`src/rtl/serial_adder_ctrl.sv`:
```
// Bit-serial adder controller: one full_adder shared over WIDTH clock cycles.
// The operands are latched on start and fed to the adder LSB-first. The carry
// is held in a flop between bits. Sum bits enter a shift register at its MSB.
// Optional build macro: SERIAL_ADDER_SUB_EN adds a 'sub' input. When 'sub' is
// high, the block computes a - b as a + ~b + 1, and cout=1 means no borrow.
//
// state | meaning
// ------+------------------------------------------------------------
// IDLE  | waiting for start; sum/cout hold the last result
// RUN   | one bit pair per clock, WIDTH edges total
// DONE  | one-cycle done pulse; start here chains the next operation

module full_adder (
    input  logic a,
    input  logic b,
    input  logic ci,
    output logic s,
    output logic co
);
    assign s  = a ^ b ^ ci;
    assign co = (a & b) | (ci & (a ^ b));
endmodule

module serial_adder_ctrl #(
    parameter int WIDTH = 7
) (
    input  logic             clk,
    input  logic             reset,
    input  logic             start,
    input  logic [WIDTH-1:0] a,
    input  logic [WIDTH-1:0] b,
    input  logic             cin,
`ifdef SERIAL_ADDER_SUB_EN
    input  logic             sub,
`endif
    output logic             busy,
    output logic             done,
    output logic [WIDTH-1:0] sum,
    output logic             cout
);
    localparam int CNT_W = $clog2(WIDTH);
    localparam logic [CNT_W-1:0] CNT_LAST = CNT_W'(WIDTH - 1);

    typedef enum logic [1:0] {
        IDLE = 2'd0,
        RUN  = 2'd1,
        DONE = 2'd2
    } state_t;

    state_t             state;
    state_t             next_state;
    logic [WIDTH-1:0]   a_sh;
    logic [WIDTH-1:0]   b_sh;
    logic [WIDTH-1:0]   s_sh;
    logic               carry;
    logic [CNT_W-1:0]   cnt;
    logic               accept;
    logic               last_bit;
    logic               sub_sel;
    logic               fa_s;
    logic               fa_co;
    logic [WIDTH-1:0]   s_next;

`ifdef SERIAL_ADDER_SUB_EN
    assign sub_sel = sub;
`else
    assign sub_sel = 1'b0;
`endif

    full_adder u_fa (
        .a  (a_sh[0]),
        .b  (b_sh[0]),
        .ci (carry),
        .s  (fa_s),
        .co (fa_co)
    );

    // Outputs decode straight from the state register, with no input paths.
    assign busy     = (state == RUN);
    assign done     = (state == DONE);
    assign last_bit = (cnt == CNT_LAST);
    assign s_next   = {fa_s, s_sh[WIDTH-1:1]};

    // State register.
    always_ff @(posedge clk or posedge reset) begin
        if (reset) begin
            state <= IDLE;
        end else begin
            state <= next_state;
        end
    end

    // Next-state logic. Start is honoured only in IDLE and DONE.
    always_comb begin
        next_state = state;
        accept     = 1'b0;
        case (state)
            IDLE: begin
                if (start) begin
                    accept     = 1'b1;
                    next_state = RUN;
                end
            end
            RUN: begin
                if (last_bit) begin
                    next_state = DONE;
                end
            end
            DONE: begin
                if (start) begin
                    accept     = 1'b1;
                    next_state = RUN;
                end else begin
                    next_state = IDLE;
                end
            end
            default: next_state = IDLE;
        endcase
    end

    // Datapath: operand latch, bit-serial shift and result capture on the last bit.
    always_ff @(posedge clk or posedge reset) begin
        if (reset) begin
            a_sh  <= '0;
            b_sh  <= '0;
            s_sh  <= '0;
            carry <= 1'b0;
            cnt   <= '0;
            sum   <= '0;
            cout  <= 1'b0;
        end else if (accept) begin
            a_sh  <= a;
            b_sh  <= sub_sel ? ~b : b;
            carry <= sub_sel ? 1'b1 : cin;
            cnt   <= '0;
        end else if (state == RUN) begin
            a_sh  <= a_sh >> 1;
            b_sh  <= b_sh >> 1;
            s_sh  <= s_next;
            carry <= fa_co;
            cnt   <= cnt + CNT_W'(1);
            if (last_bit) begin
                sum  <= s_next;
                cout <= fa_co;
            end
        end
    end
endmodule

```
`config.mk`:
```
export PLATFORM = sky130hd
export DESIGN_NAME = serial_adder_ctrl
export DESIGN_NICKNAME = d
export VERILOG_FILES = /design/src/rtl/serial_adder_ctrl.sv
export SDC_FILE = /design/constraint.sdc
export NUM_CORES = 1
export LEC_CHECK = 0
export CORE_ASPECT_RATIO = 1.2
export CORE_MARGIN = 2
export CORE_UTILIZATION = 51
export CTS_CLUSTER_SIZE = 16
export DETAILED_ROUTE_END_ITERATION = 8
export PLACE_DENSITY = 0.78
export SYNTH_ARGS = -nofsm -noshare
export SYNTH_HDL_FRONTEND = slang
export SYNTH_SLANG_ARGS = --single-unit
```
`constraint.sdc`:
```
create_clock -name clk -period 1.45 [get_ports clk]
set_input_delay 0.29 -clock clk [delete_from_list [all_inputs] [get_ports clk]]
set_output_delay 0.29 -clock clk [all_outputs]
set_load 0.02 [all_outputs]
```
* Word-level counts from Yosys, hierarchy flattened *
Cells that the tools add are included.

storage, ports and cells
  output and inout port bits = 10
  register bits after elaboration = 35
  word-level logic and storage cells = 40

operators by class
  bitwise logic cells = 6
  add/subtract/negate cells = 1
  equality and inequality tests = 5
  mux-type cells = 14
  reductions and logical operators = 6

operators by type and width
  operator             number
  $mux 7               4
  $mux 3               2
  $pmux 2 s3           1
  $mux 1               5
  $mux 2               2
  $reduce_and 2->1     2
  $add 3x1->3 const B  1
  $eq 3x3->1 const B   1
  $reduce_and 3->1     1
  $and 1x1->1          2
  $eq 2x1->1 const B   1
  $eq 2x2->1 const B   1
  $logic_not 2->1      1
  $ne 2x1->1 const B   1
  $ne 2x2->1 const B   1
  $reduce_bool 2->1    1
  $reduce_or 2->1      1
  $xor 1x1->1          2
  $not 1->1            1
  $or 1x1->1           1

* Logic depth before layout (Yosys ltp) *
Gate-level depths: netlist of the first run.

  depth after elaboration = 5
  depth in mapped cells = 6

* Cells and area by module *
Synthesis of the first run repeated with hierarchy kept, for this count alone.

unflattened totals
  cells, all modules = 143
  area, all modules = 1536.5 µm²

by module, submodules not included
  module             times used  area an instance (µm²)  cells an instance
  serial_adder_ctrl  1           1516.5                  142
  full_adder         1           20.0                    1

* Worst setup path before layout of the first run *
OpenSTA, ideal clock, no wires.

  path kind = register to register
  start = reg cnt[0]
  end = reg cout
  setup slack = 0.104 ns
  arrival time = 1.221 ns
  period minus slack after synthesis = 1.346 ns
  library setup time = 0.125 ns
  required time = 1.325 ns
  stages on the path, launching flop included = 6
  cells stage by stage = dfrtp_1 -> inv_1 -> ha_1 -> and2_1 -> nand2_8 -> mux2_4

on the way
  longest elaborated chain between the ends = 2

RTL lines
  what                               RTL line  text
  from (decl)                        56        logic [CNT_W-1:0] cnt;
  from (signal assigned)             141       cnt <= cnt + CNT_W'(1);
  $eq 3x3->1                         81        assign last_bit = (cnt == CNT_LAST);
  $reduce_and 3->1 (no source line)  -
  to (signal assigned)               144       cout <= fa_co;
  to (decl)                          39        output logic cout

No other way between the ends.
A chain may end at the register's enable or synchronous reset.

* Worst setup path in the final report of the first run *
  start = reg state[0]
  end = out busy

on the way
  longest elaborated chain between the ends = 1

RTL lines
  what                    RTL line  text
  from (decl)             50        state_t state;
  from (signal assigned)  89        state <= next_state;
  $eq 2x1->1              79        assign busy = (state == RUN);
  to (decl)               36        output logic busy,

No other way between the ends.

==> results of run 1 <==
cell type report:
cell class / instances / area (sq um) / area share
clock inverter: 1 / 30.0 / 0.0150
multi-input combinational: 81 / 576 / 0.288
tap: 34 / 42.5 / 0.0213
timing repair buffer: 42 / 378 / 0.189
inverter: 17 / 76.3 / 0.0382
clock buffer: 7 / 45.0 / 0.0225
sequential: 34 / 851 / 0.426
final timing paths:
kind / start / end / depth (start not counted)
max in group asynchronous: reset / cnt[0] / 3
hold reg to reg: b_sh[5] / b_sh[5] / 1
setup / recovery: state[0] / busy / 3
min in group clk: b_sh[5] / b_sh[5] / 1
setup reg to reg: state[0] / sum[2] / 5
hold / removal: reset / cnt[1] / 3
power by group through the flow:
stage	registers (W)	clock network [W]	logic [W]
6_report	0.00167	0.000675	0.00197
5_1_grt	0.00172	0.000742	0.00217
4_1_cts	0.00167	0.000693	0.00194
3_5_place_dp	0.00170	0	0.00201
3_3_place_gp	0.00166	0	0.00190
2_1_floorplan	0.00177	0	0.00123
synth_stat cells:
cell type and count:
and2_1 1, nand2_8 1, nand2b_1 2, nand2b_4 1
inv_12 1, nand3b_1 1, fa_1 1, nand3_1 1
nor2_1 5, mux2_4 8, a21oi_1 11, a221o_1 2
o21ai_0 5, xnor2_1 1, o31ai_1 1, inv_1 16
buf_6 2, a21o_1 2, ha_1 2, buf_2 5
o22ai_1 11, dfrtp_1 34, a31oi_1 1, nand2_1 21
a22o_1 1, mux2i_1 2
worst max-delay path: cells and delay by family (launching register included):
family / cells / cell delay, ps
simple gates: 1 / 140
flops: 1 / 450
buf+inv: 2 / 170
state kept, by name (all words and copies together), names as in the netlist:
| signal | flops |
|---|---|
| a_sh | 7 |
| sum | 7 |
| cnt | 3 |
| carry | 1 |
| b_sh | 7 |
| s_sh | 6 |
| cout | 1 |
| state | 2 |
per-layer routing:
metal | vias to the layer above | share of wire | global-route usage
met1 | 571 | 0.43 | 0.256
met2 | 31 | 0.51 | 0.339
li1 | 548 | - | -
met5 | - | 0 | 0
met4 | 0 | 0.020 | 0.0969
met3 | 7 | 0.042 | 0.0654
placed cells by master, fill, tap and decap left out, drive strengths merged:
cell and instances:
nand2b 3, dfrtp 34, a21o 2, dlygate4sd2 8
nor2 5, mux2 8, a31oi 1, a21oi 11
xnor2 1, mux2i 2, buf 17, nand2 22
fa 1, o21ai 5, o22ai 11, ha 2
bufinv 1, and2 1, nand3 1, clkbuf 7
inv 17, clkdlybuf4s50 17, a22o 1, a221o 2
nand3b 1, o31ai 1
stage by stage:
step                      setup TNS [ps]  total power [W]  hold slack, ps  cells  setup slack (ps)
after floorplan                        0          0.00300             432    139               104
after global placement              -380          0.00356             460    206             -57.5
after detailed placement           -1040          0.00371             466    206              -121
after CTS                              0          0.00431             279    215              13.8
after global routing                   0          0.00464             306    216              4.92
final                                  0          0.00432             289    216              56.2
logic make-up (layout without fill, tap and decap cells):
| group | Yosys count | in the layout | share of synthesized area |
|---|---|---|---|
| adders and majority gates | 3 | 3 | 0.0293 |
| xor gates and xnor gates | 1 | 1 | 0.00570 |
| muxes | 10 | 10 | 0.0911 |
| DFF | 34 | 34 | 0.553 |
| AOI/OAI and AO/OA | 34 | 34 | 0.134 |
| and+or+nand+nor | 33 | 33 | 0.106 |
| buffers and inverters | 24 | 67 | 0.0806 |
repair_timing:
item | in CTS | in global routing
pin swaps | 0 | 1
buffers inserted | 1 | 1
gates resized for setup | 16 | 5
gates cloned | 0 | 0
endpoints found under the setup margin | 11 | 17
==> results.json, run 1 <==
{
  "outcome": "finished clean",
  "nNetsFinal": 202,
  "tightest_slew_ps": 257,
  "rsz0062_at_grt": "false",
  "critical_path_class": "reg -> out",
  "timing.final.crit_share": 0.961,
  "fin_crit_ps": 1390,
  "rrSetupSlack_ps": 80,
  "crit_arrival_ps": 1100,
  "clk_latency_ps": 330,
  "grt_pass1_vias": 1201,
  "overflow": 0,
  "wl_um": 3130,
  "worstPathCellList": "nand2b_4 -> inv_12 -> buf_4",
  "setup_violations": 0,
  "cts_tree": "built",
  "peakVddDrop_uv": 1630,
  "hold_viol_final": 0,
  "p_clk_frac": 0.156,
  "drtIter0Drc": 24,
  "vias": 1157,
  "max_freq_mhz": 717,
  "worstHoldPathType": "in -> async",
  "synth_top_cell_area_share": 0.553,
  "p_int_w": 0.00271,
  "synthTopCellsByArea": "dfrtp_1, mux2_4, nand2_1",
  "grt_max_degree": 35,
  "fin_area_sq_um": 2000,
  "cts_made_buffers": 5,
  "antenna_found_initial": 0,
  "coreArea_sq_um": 2840,
  "die-area_sq_um": 3470,
  "postSynthCellCount": 139,
  "drive_above_1_share": 0.203,
  "synth_cell_types": 26,
  "switching_power_w": 0.00160,
  "num_io_pins": 28,
  "n_fill_cell": 221,
  "routabilityCongestion": 0.796,
  "cpPeakStageDelay_ps": 450,
  "die_w_um": 54.1,
  "io_buffers": 27,
  "power_frac_seq": 0.386,
  "path_clk_slew_ps": 110,
  "avgViaCountPerCell": 5.36,
  "drv_slew": 0,
  "worstPathRequired_ps": 1160,
  "cts_max_level": 2,
  "diodes": 0,
  "cts_root_buffer": "clkbuf_4",
  "ys_ff_latch": 34,
  "first_pass_iters": 4,
  "drtAntennaViolNets": 0,
  "hpwl_um": 2300,
  "post_drt_wl_per_cell_um": 14.5,
  "clock_skew_ps": 17.0,
  "power_switching_share": 0.371,
  "final_util": 0.704,
  "syn_to_final_growth_pct": 29.9,
  "synth.avg_cell_area_sq_um": 11.1,
  "ys_warn_count": 0,
  "power.leakage_nw": 1.03,
  "cts_num_sinks": 34,
  "track_usage": 0.213,
  "maxSlewHeadroom": 0.828,
  "syn_nets": 160,
  "cp-start-kind": "flip-flop",
  "clk_path_buf_depth": 2,
  "rows": 21,
  "start_util": 0.542,
  "die_h_um": 64.2,
  "power.share.combinational": 0.457,
  "worstSetupEndpointType": "output pin",
  "postCtsHoldBufs": 0,
  "slowest_stage": "dfrtp_1",
  "p_per_area_nw_per_um2": 2160,
  "crit_fanout": 3,
  "grt_pass1_wl_um": 5280,
  "dpl-instance-area_sq_um": 1910,
  "ys_seq_area_frac": 0.553,
  "max_cap_viol_count": 0,
  "yosys.area.top_type": "dfrtp_1",
  "syn_area_sq_um": 1540,
  "drc": 0
}
Note: power is estimated with default switching activity, not from simulation.
==> run 2: changes to the inputs <==
--- a/config.mk
+++ b/config.mk
@@ -6,7 +6,7 @@
 export NUM_CORES = 1
 export LEC_CHECK = 0
 export CORE_ASPECT_RATIO = 1.2
-export CORE_MARGIN = 2
+export CORE_MARGIN = 3
 export CORE_UTILIZATION = 51
 export CTS_CLUSTER_SIZE = 16
 export DETAILED_ROUTE_END_ITERATION = 8
==> results.json, run 2 (synthesis results as in run 1) <==
{
  "outcome": "finished clean",
  "p_int_w": 0.00255,
  "path_clk_slew_ps": 100,
  "holdWs_ps": 292,
  "crit_fanout": 9,
  "grt_max_degree": 35,
  "met1_length_um": 1310,
  "wl_met2_um": 1390,
  "power.share.combinational": 0.468,
  "syn_to_final_growth_pct": 27.7,
  "timing.final.crit_share": 0.971,
  "post_drt_wl_per_cell_um": 13.6,
  "die_w_um": 56.1,
  "die_h_um": 66.2,
  "cts_tree": "built",
  "switching_power_w": 0.00154,
  "layout_commonest_cell": "dfrtp_1",
  "highest_layer": "met4",
  "fin_area_sq_um": 1960,
  "tightest_slew_ps": 233,
  "diodes": 0,
  "preCtsSetupSlack_ps": -116,
  "dp_cells": 206,
  "vias": 1098,
  "wl_met3_um": 150,
  "maxSlewHeadroom": 0.844,
  "antenna_found_initial": 0,
  "crit_arrival_ps": 1620,
  "setup_violations": 0,
  "post-cts-setup-buffers": 0,
  "clock_skew_ps": 11.2,
  "nNetsFinal": 200,
  "clk_path_buf_depth": 2,
  "cpPeakStageDelay_ps": 430,
  "p_clk_frac": 0.123,
  "n_fill_cell": 240,
  "cts_made_buffers": 5,
  "critical_path_class": "reg -> reg",
  "cts_root_buffer": "clkbuf_4",
  "dpl-instance-area_sq_um": 1910,
  "slowest_stage": "dfrtp_1",
  "io_buffers": 27,
  "routabilityCongestion": 0.796,
  "postCtsHoldBufs": 0,
  "power_switching_share": 0.376,
  "fin_ws_ps": 42.2,
  "final_cell_mix": "dfrtp_1, nand2_1, clkdlybuf4s50_1, inv_1",
  "overflow": 0,
  "max_freq_mhz": 710,
  "avgViaCountPerCell": 5.18,
  "cts_max_level": 2,
  "largestRegisters": "a_sh: 7 flops, b_sh: 7 flops, sum: 7 flops",
  "instances_no_fill": 212,
  "drive_above_1_share": 0.197,
  "hpwl_um": 2140,
  "worstHoldPathType": "in -> async",
  "rsz0062_at_grt": "false",
  "power.leakage_nw": 1.01,
  "grt_pass1_vias": 1156,
  "max_cap_viol_count": 0,
  "worstSetupEndpointType": "flip-flop",
  "worstPathRequired_ps": 1660,
  "first_pass_iters": 4,
  "drc": 0,
  "multi_input_area_sq_um": 572,
  "worstPathCellList": "ha_1 -> and2_2 -> nand2_8 -> mux2_4",
  "track_usage": 0.182,
  "rrSetupSlack_ps": 40,
  "clk_latency_ps": 330,
  "wl_um": 2890,
  "hold_viol_final": 0,
  "rows": 21,
  "drtIter0Drc": 25,
  "power_frac_seq": 0.409,
  "total_power_w": 0.00409,
  "drtAntennaViolNets": 0,
  "grt_pass1_wl_um": 5130,
  "die-area_sq_um": 3710,
  "cp-start-kind": "flip-flop",
  "fin_crit_ps": 1410,
  "cts_num_sinks": 34,
  "start_util": 0.542,
  "drv_slew": 0,
  "peakVddDrop_uv": 1300,
  "p_per_area_nw_per_um2": 2080,
  "coreArea_sq_um": 2840,
  "register_area_sq_um": 852,
  "num_io_pins": 28
}
run 2: routing by layer:
| metal | global-route usage | up-vias |
|---|---|---|
| met5 | 0 | - |
| met2 | 0.285 | 30 |
| met3 | 0.0547 | 5 |
| met4 | 0.0712 | 0 |
| met1 | 0.236 | 522 |
| li1 | - | 541 |
run 2: layout make-up:
cell class | instances | share of cell area
clock buffers | 6 | 0.0261
flip-flops and latches | 34 | 0.434
inverters | 17 | 0.0389
repair buffers | 40 | 0.189
multi-input cells | 81 | 0.291
well taps | 34 | 0.0217
run 2: through the flow:
| step | util | TNS [ps] |
|---|---|---|
| finish | 0.692 | 0 |
| global route | 0.692 | 0 |
| CTS | 0.685 | 0 |
| detailed placement | 0.674 | -1070 |
| global placement | 0.674 | -371 |
| floorplan | - | 0 |
run 2: path summary, 6_finish.rpt:
kind	startpoint	to	cells past startpoint
max	cnt[1]	sum[2]	4
min	reset	cout	3
max reg2reg	cnt[1]	sum[2]	4
min reg2reg	b_sh[5]	b_sh[5]	1
max in group asynchronous	reset	state[0]	3
min in group clk	b_sh[5]	b_sh[5]	1
run 2: power by group through the flow:
| stage | sequential (W) | clock, W | combinational (W) |
|---|---|---|---|
| after detailed placement | 0.00170 | 0 | 0.00198 |
| after floorplan | 0.00177 | 0 | 0.00123 |
| after global placement | 0.00166 | 0 | 0.00190 |
| after CTS | 0.00167 | 0.000517 | 0.00189 |
| final | 0.00167 | 0.000502 | 0.00192 |
| after global routing | 0.00173 | 0.000559 | 0.00214 |
run 2: timing repair:
item                       CTS  global route
setup endpoints to repair   10            13
resized for setup           16             6
gates cloned                 0             0
run 2: worst max-delay path, delay by kind of cell, from the launching register on:
family	cells	cell delay, ps
flops	1	430
fa+ha+maj	1	190
mux	1	310
simple gates	2	360
==> run 3: changes to the inputs <==
--- a/config.mk
+++ b/config.mk
@@ -10,6 +10,7 @@
 export CORE_UTILIZATION = 51
 export CTS_CLUSTER_SIZE = 16
 export DETAILED_ROUTE_END_ITERATION = 8
+export MAX_ROUTING_LAYER = met4
 export PLACE_DENSITY = 0.78
 export SYNTH_ARGS = -nofsm -noshare
 export SYNTH_HDL_FRONTEND = slang
==> results.json, run 3 (synthesis results as in run 1) <==
{
  "outcome": "finished clean",
  "num_io_pins": 28,
  "preCtsSetupSlack_ps": -116,
  "cts_root_buffer": "clkbuf_4",
  "post_drt_wl_per_cell_um": 13.6,
  "grt_pass1_vias": 1158,
  "tightest_slew_ps": 233,
  "grtUsageMet2": 0.288,
  "avgViaCountPerCell": 5.16,
  "coreArea_sq_um": 2840,
  "io_buffers": 27,
  "crit_arrival_ps": 1620,
  "cts_tree": "built",
  "final_cell_mix": "dfrtp_1, nand2_1, clkdlybuf4s50_1, inv_1",
  "timing.final.crit_share": 0.972,
  "syn_to_final_growth_pct": 27.7,
  "layout_commonest_cell": "dfrtp_1",
  "grt_pass1_wl_um": 5130,
  "track_usage": 0.186,
  "hpwl_um": 2140,
  "holdWs_ps": 289,
  "maxSlewHeadroom": 0.844,
  "first_pass_iters": 4,
  "max_cap_viol_count": 0,
  "worstHoldPathType": "in -> async",
  "die_w_um": 56.1,
  "peakVddDrop_uv": 1300,
  "die-area_sq_um": 3710,
  "die_h_um": 66.2,
  "busiest_layer": "met2",
  "clk_path_buf_depth": 2,
  "n_fill_cell": 240,
  "crit_family": "flip-flops",
  "rows": 21,
  "path_buf_inv": 0,
  "drc": 0,
  "rrSetupSlack_ps": 40,
  "cts_num_sinks": 34,
  "start_util": 0.542,
  "power.leakage_nw": 1.01,
  "nNetsFinal": 200,
  "cts_made_buffers": 5,
  "setup_violations": 0,
  "grt_use_met3": 0.0547,
  "drtIter0Drc": 33,
  "slowest_stage": "dfrtp_1",
  "rsz0062_at_grt": "false",
  "fin_crit_ps": 1410,
  "vias": 1093,
  "max_freq_mhz": 710,
  "diodes": 0,
  "grt_max_degree": 35,
  "largestRegisters": "a_sh: 7 flops, b_sh: 7 flops, sum: 7 flops",
  "cts_max_level": 2,
  "drv_slew": 0,
  "drtAntennaViolNets": 0,
  "clock_skew_ps": 14.3,
  "fin_ws_ps": 40.8,
  "drive_above_1_share": 0.197,
  "hold_viol_final": 0,
  "use_met1": 0.233,
  "worstPathRequired_ps": 1660,
  "clk_latency_ps": 330,
  "routabilityCongestion": 0.807,
  "antenna_found_initial": 0,
  "worstSetupEndpointType": "flip-flop",
  "cpPeakStageDelay_ps": 430,
  "cp-start-kind": "flip-flop",
  "crit_fanout": 9,
  "wl_um": 2890,
  "path_clk_slew_ps": 100,
  "overflow": 0,
  "critical_path_class": "reg -> reg",
  "worstPathCellList": "ha_1 -> and2_2 -> nand2_8 -> mux2_4",
  "p_per_area_nw_per_um2": 2080,
  "final_util": 0.692
}
## run 3: cell counts in the layout (fill, tap and decap cells not counted)
No cell type changed its count.
## run 3: worst paths after layout
check                        start       end  cells past startpoint
setup / recovery            cnt[1]    sum[2]                      4
hold / removal               reset   a_sh[5]                      3
setup reg to reg            cnt[1]    sum[2]                      4
hold reg to reg            b_sh[5]   b_sh[5]                      1
max in group asynchronous    reset  state[0]                      3
min in group clk           b_sh[5]   b_sh[5]                      1
## run 3: cell type report
class | count | area (sq um) | area share
Inverter | 17 | 76.3 | 0.0389
Tap cell | 34 | 42.5 | 0.0217
Multi-Input combinational cell | 81 | 572 | 0.291
Sequential cell | 34 | 852 | 0.434
Clock buffer | 6 | 51.3 | 0.0261
Timing Repair Buffer | 40 | 370 | 0.189
## run 3: stage by stage
step           power [W]  instances  instance area (sq um)  setup TNS, ps
2_1_floorplan    0.00300        139                   1540              0
3_3_place_gp     0.00356        206                   1910           -371
3_5_place_dp     0.00367        206                   1910          -1070
4_1_cts          0.00408        212                   1940              0
5_1_grt          0.00443        212                   1960              0
6_report         0.00409        212                   1960              0
## run 3: worst register-to-register path: stages, from the launching register on
cell	delay (ps)
dfrtp_1	430
ha_1	200
and2_2	230
nand2_8	130
mux2_4	310
## run 3: report_power, final
| part | internal (W) | total [W] | switching, W | leakage [nW] |
|---|---|---|---|---|
| clock network | 0.000218 | 0.000504 | 0.000286 | 0.0302 |
| registers | 0.00139 | 0.00167 | 0.000282 | 0.415 |
| logic | 0.000944 | 0.00191 | 0.000970 | 0.568 |
## run 3: per-layer routing
layer  vias up  part of all wire  wire, um
met5         -                 0         0
met4         0             0.016        46
met3         7             0.046       133
met2        24              0.48      1380
met1       520              0.46      1330
li1        542                 -         -
## run 3: what timing repair did
item / in CTS / in global routing
setup buffers: 0 / 0
hold endpoints to repair: 0 / 0
gates cloned: 0 / 0
gates resized for setup: 16 / 6
endpoints found under the setup margin: 10 / 13
hold buffers: 0 / 0
